<file path="src/rtl/i2s_rx.sv">
// I2S receiver: oversamples bclk/lrclk/din in the clk domain and deserialises
// one signed left/right pair per frame, presented with a one-cycle valid strobe.
module i2s_rx #(
  parameter int unsigned BITSIZE = 16,
  parameter int unsigned CNTW    = 6
) (
  input  logic                      clk,
  input  logic                      rst,
  input  logic                      bclk,
  input  logic                      lrclk,
  input  logic                      din,
  output logic signed [BITSIZE-1:0] left_out,
  output logic signed [BITSIZE-1:0] right_out,
  output logic                      sample_valid,
  output logic                      frame_err
);

  localparam logic [CNTW-1:0] LP_CMAX  = '1;
  localparam logic [CNTW-1:0] LP_BITS  = CNTW'(BITSIZE);
  localparam logic [CNTW-1:0] LP_SHORT = CNTW'(BITSIZE - 1);

  typedef enum logic [1:0] {ST_SYNC, ST_LEFT, ST_RIGHT} state_t;

  state_t             r_state, w_state_nx;
  logic               r_bclk_s1, r_bclk_s2, r_bclk_s3;
  logic               r_lr_s1, r_lr_s2, r_lr_d;
  logic               r_din_s1, r_din_s2;
  logic [CNTW-1:0]    r_count, w_count_nx;
  logic [BITSIZE-1:0] r_left_sr, r_right_sr, r_left_hold;
  logic [BITSIZE-1:0] w_left_sr_nx, w_right_sr_nx, w_left_hold_nx;
  logic [BITSIZE-1:0] w_left_out_nx, w_right_out_nx;
  logic               w_valid_nx, w_err_nx;
  logic               w_rise, w_change, w_room;
  logic [BITSIZE-1:0] w_left_shift, w_right_shift;
  logic [CNTW-1:0]    w_count_inc;

  assign w_rise        = r_bclk_s2 & ~r_bclk_s3;
  assign w_change      = w_rise & (r_lr_s2 != r_lr_d);
  assign w_room        = (r_count < LP_BITS);
  assign w_left_shift  = {r_left_sr[BITSIZE-2:0], r_din_s2};
  assign w_right_shift = {r_right_sr[BITSIZE-2:0], r_din_s2};
  assign w_count_inc   = (r_count == LP_CMAX) ? r_count : r_count + CNTW'(1);

  // Synchronisers and bit-edge history
  always_ff @(posedge clk) begin
    if (rst) begin
      r_bclk_s1 <= 1'b0;
      r_bclk_s2 <= 1'b0;
      r_bclk_s3 <= 1'b0;
      r_lr_s1   <= 1'b0;
      r_lr_s2   <= 1'b0;
      r_lr_d    <= 1'b0;
      r_din_s1  <= 1'b0;
      r_din_s2  <= 1'b0;
    end else begin
      r_bclk_s1 <= bclk;
      r_bclk_s2 <= r_bclk_s1;
      r_bclk_s3 <= r_bclk_s2;
      r_lr_s1   <= lrclk;
      r_lr_s2   <= r_lr_s1;
      r_din_s1  <= din;
      r_din_s2  <= r_din_s1;
      if (w_rise) r_lr_d <= r_lr_s2;
    end
  end

  always_ff @(posedge clk) begin
    if (rst) r_state <= ST_SYNC;
    else     r_state <= w_state_nx;
  end

  // Next-state and datapath; the change rise still carries the old word's LSB
  always_comb begin
    w_state_nx     = r_state;
    w_count_nx     = r_count;
    w_left_sr_nx   = r_left_sr;
    w_right_sr_nx  = r_right_sr;
    w_left_hold_nx = r_left_hold;
    w_left_out_nx  = left_out;
    w_right_out_nx = right_out;
    w_valid_nx     = 1'b0;
    w_err_nx       = 1'b0;
    if (w_rise) begin
      unique case (r_state)
        ST_SYNC: begin
          if (w_change && !r_lr_s2) begin
            w_state_nx   = ST_LEFT;
            w_count_nx   = '0;
            w_left_sr_nx = '0;
          end
        end
        ST_LEFT: begin
          if (w_change) begin
            if (r_count < LP_SHORT) begin
              w_err_nx   = 1'b1;
              w_state_nx = ST_SYNC;
            end else begin
              w_left_hold_nx = w_room ? w_left_shift : r_left_sr;
              w_state_nx     = ST_RIGHT;
              w_count_nx     = '0;
              w_right_sr_nx  = '0;
            end
          end else begin
            if (w_room) w_left_sr_nx = w_left_shift;
            w_count_nx = w_count_inc;
          end
        end
        ST_RIGHT: begin
          if (w_change) begin
            if (r_count < LP_SHORT) begin
              w_err_nx = 1'b1;
            end else begin
              w_left_out_nx  = r_left_hold;
              w_right_out_nx = w_room ? w_right_shift : r_right_sr;
              w_valid_nx     = 1'b1;
            end
            w_state_nx   = ST_LEFT;
            w_count_nx   = '0;
            w_left_sr_nx = '0;
          end else begin
            if (w_room) w_right_sr_nx = w_right_shift;
            w_count_nx = w_count_inc;
          end
        end
        default: w_state_nx = ST_SYNC;
      endcase
    end
  end

  always_ff @(posedge clk) begin
    if (rst) begin
      r_count      <= '0;
      r_left_sr    <= '0;
      r_right_sr   <= '0;
      r_left_hold  <= '0;
      left_out     <= '0;
      right_out    <= '0;
      sample_valid <= 1'b0;
      frame_err    <= 1'b0;
    end else begin
      r_count      <= w_count_nx;
      r_left_sr    <= w_left_sr_nx;
      r_right_sr   <= w_right_sr_nx;
      r_left_hold  <= w_left_hold_nx;
      left_out     <= w_left_out_nx;
      right_out    <= w_right_out_nx;
      sample_valid <= w_valid_nx;
      frame_err    <= w_err_nx;
    end
  end

endmodule

</file>
<file path="config.mk">
export PLATFORM = sky130hd
export DESIGN_NAME = i2s_rx
export DESIGN_NICKNAME = d
export VERILOG_FILES = /design/src/rtl/i2s_rx.sv
export SDC_FILE = /design/constraint.sdc
export NUM_CORES = 1
export LEC_CHECK = 0
export BUFFER_PORTS_ARGS = -buffer_cell sky130_fd_sc_hd__buf_4
export CAP_MARGIN = 30
export CORE_MARGIN = 10
export CORE_UTILIZATION = 63
export DETAILED_ROUTE_END_ITERATION = 10
export PLACE_DENSITY = 0.82
export SYNTH_ARGS = -nofsm -noshare
export SYNTH_HDL_FRONTEND = slang
export SYNTH_SLANG_ARGS = --single-unit
</file>
<file path="constraint.sdc">
create_clock -name clk -period 3.15 [get_ports clk]
set_clock_uncertainty 0.05 [all_clocks]
set_input_delay 0.1575 -clock clk [delete_from_list [all_inputs] [get_ports clk]]
set_output_delay 0.1575 -clock clk [all_outputs]
set_load 0.005 [all_outputs]
</file>
==> impl_metrics.env <==
export IMPL_ys_flop_type="dfxtp_1"
export IMPL_tns_ns=0
export IMPL_grt_use_total_pct=16.4
export IMPL_slew_headroom_pct=39.1
export IMPL_final_nets=496
export IMPL_max_freq_mhz=428
export IMPL_drive_gt1_share_pct=18.8
export IMPL_fill_cells=505
export IMPL_yosys_top_cells_count="nand2_1, dfxtp_1, a21oi_1"
export IMPL_multi_input_area_sq_um=1930
export IMPL_diodes=0
export IMPL_yosysTopAreaCellShare_pct=48.3
export IMPL_path_cells="ha_1, a311oi_4, nor4b_4, nand2b_1, nand3_1, a21oi_1"
export IMPL_drtIter0Drc=169
export IMPL_first_pass_iters=4
export IMPL_cts_inserted_buffers=9
export IMPL_hp_class="in -> reg"
export IMPL_vdd_drop_max_uv=329
export IMPL_ys_seq_elements=98
export IMPL_cts_sinks=98
export IMPL_cts_max_path_buffers=2
export IMPL_worst_slew_pin_slew_ns=0.914
export IMPL_post_cts_buffers=0
export IMPL_drc=0
export IMPL_start_kind="register"
export IMPL_cpPeakStageDelay_ns=0.63
export IMPL_syn_num_nets=470
export IMPL_antenna_found_initial=0
export IMPL_rsz0062_at_grt="false"
export IMPL_clock_latency_ns=0.36
export IMPL_drt_vias_per_instance=5.81
export IMPL_hold_violations=0
export IMPL_yosysMostFrequentCell="nand2_1"
export IMPL_cts_tree="yes"
export IMPL_htreeDepth=3
export IMPL_core_area_sq_um=6310
export IMPL_syn_inst=459
export IMPL_slowest_stage="nand2b_1"
export IMPL_path_class="reg -> reg"
export IMPL_first_global_vias=3051
export IMPL_portBuffers=38
export IMPL_ff_latch_area_sq_um=1960
export IMPL_ios=39
export IMPL_hpwlAfterDp_um=5300
export IMPL_detail_route_wl_per_cell_um=14.9
export IMPL_place_congestion=0.777
export IMPL_final_util_pct=72.0
export IMPL_cts_root_buffer="clkbuf_8"
export IMPL_syn2layout_area_growth_pct=11.8
export IMPL_synth_edf_count=0
export IMPL_vias=3292
export IMPL_slew_viol_final=0
export IMPL_endpoint_kind="register"
export IMPL_die_w_um=100
export IMPL_core_rowCount=29
export IMPL_syn_mean_instance_area_sq_um=8.85
export IMPL_p_leak_nw=1.56
export IMPL_ys_warn_count=0
export IMPL_die_area_sq_um=10100
export IMPL_syn_area_sq_um=4060
export IMPL_cp_arrival_ns=2.57
export IMPL_cp_required_ns=3.38
export IMPL_synth_area_leader_cell="dfxtp_1"
export IMPL_grt_pass1_wl_um=13900
export IMPL_cp_buffers_inverters=0
export IMPL_outcome="finished clean"
export IMPL_critPathMaxFanout=16
export IMPL_ys_types=42
export IMPL_cap_violations=0
export IMPL_synth_area_top_cells="dfxtp_1, nand2_1, a21oi_1, a311oi_1, a311oi_2"
export IMPL_fin_crit_ns=2.34
export IMPL_power_density_nw_per_um2=446
export IMPL_die_h_um=100
export IMPL_grt_start_max_net_pins=85
export IMPL_synth_seq_area_share_pct=48.3
export IMPL_synthArstFlopShare_pct=0
export IMPL_setup_violations=0
export IMPL_drt_total_wl_um=8430
export IMPL_path_clk_slew_ns=0.09
export IMPL_start_util_pct=64.4
export IMPL_fin_crit_sh_pct=74.2
export IMPL_overflow=0
export IMPL_ant_nets=0
export IMPL_critPathTopFamily="simple AND/OR/NAND/NOR gates"
==> worst paths after layout <==
check                          startpoint                    endpoint  slack (ns)  depth (start not counted)
setup reg to reg  r_count[0]$_SDFFE_PP0P_  r_right_sr[4]$_SDFFE_PP0P_        0.81                          6
hold reg to reg       r_din_s1$_SDFF_PP0_         r_din_s2$_SDFF_PP0_        0.39                          1
setup / recovery  r_count[0]$_SDFFE_PP0P_  r_right_sr[4]$_SDFFE_PP0P_        0.81                          6
hold / removal                        rst        r_bclk_s1$_SDFF_PP0_        0.35                          2
==> cell families (layout without fill, tap and decap cells) <==
| family | Yosys count | count (layout) | synth area share [%] |
|---|---|---|---|
| AO/OA/AOI/OAI | 107 | 107 | 20.8 |
| XOR/XNOR | 2 | 2 | 0.431 |
| AND/OR/NAND/NOR | 209 | 209 | 24.2 |
| adder cells (fa/ha/maj) | 6 | 6 | 1.85 |
| flip-flops | 98 | 98 | 48.3 |
| buffers and inverters | 37 | 68 | 4.46 |
==> repair_timing <==
| item | in CTS | in global routing |
|---|---|---|
| endpoints found under the hold margin | 3 | 0 |
| hold buffers | 3 | 0 |
| setup endpoints to repair | 0 | 0 |
| gates resized for setup | 0 | 0 |
==> power by group <==
group          switching [mW]  total (mW)  leakage [nW]  internal (mW)
registers             0.00226        1.24         0.790           1.24
logic                  0.0280      0.0393         0.683         0.0113
clock network           0.428       0.742        0.0899          0.313
==> layout make-up <==
class	instances	share of cell area, %
tap	77	2.12
timing repair buffer	46	7.77
clock buffer	11	3.11
clock inverter	5	0.854
sequential	98	43.2
multi-input combinational	324	42.5
inverter	6	0.496
==> worst register-to-register path, cell delays in order, from the launching register on <==
cell and delay (ns):
dfxtp_1 0.34, ha_1 0.26, a311oi_4 0.55, nor4b_4 0.08
nand2b_1 0.63, nand3_1 0.18, a21oi_1 0.17
==> state kept, by name (all words and copies together) (netlist names) <==
signal        count
r_lr_s1           1
left_out         16
r_right_sr       16
r_lr_s2           1
r_bclk_s3         1
sample_valid      1
frame_err         1
r_din_s2          1
r_count           6
r_left_hold      16
r_bclk_s1         1
r_left_sr        16
r_din_s1          1
r_bclk_s2         1
r_lr_d            1
right_out        16
r_state           2
==> layout by cell type (no fill, tap or decap), types with 2 or more instances in the layout <==
master | netlist | final
and3_1 | 4 | 4
nand2b_1 | 4 | 4
a21oi_1 | 44 | 44
clkinv_4 | 0 | 2
buf_4 | 2 | 43
dfxtp_1 | 98 | 98
or2_2 | 2 | 2
nor2_2 | 1 | 2
a311oi_2 | 10 | 10
nand2_1 | 121 | 121
o21ai_0 | 4 | 4
dlygate4sd3_1 | 0 | 3
inv_1 | 6 | 6
a22o_1 | 16 | 16
a311oi_1 | 20 | 20
nor3_1 | 2 | 2
nor2_1 | 38 | 37
nor2b_1 | 9 | 9
nand3_1 | 8 | 8
ha_1 | 6 | 6
nand3_2 | 10 | 10
clkbuf_8 | 0 | 10
a211oi_1 | 6 | 6
==> through the flow <==
stage	instance area, sq um	instances	setup slack, ns	power [mW]	hold slack (ns)
floorplan	4060	459	1.20	1.30	0.236
global placement	4330	548	0.944	1.31	0.321
detailed placement	4330	548	0.832	1.31	0.325
CTS	4540	567	0.800	2.04	0.348
global route	4540	567	0.645	2.09	0.389
finish	4540	567	0.813	2.02	0.348
==> layer usage <==
metal	part of all wire (%)	track usage, %
met1	43	18.8
met2	50	28.1
met5	0	0
met4	1.5	5.76
met3	6.1	5.08
Power figures use the tool's default switching activity.
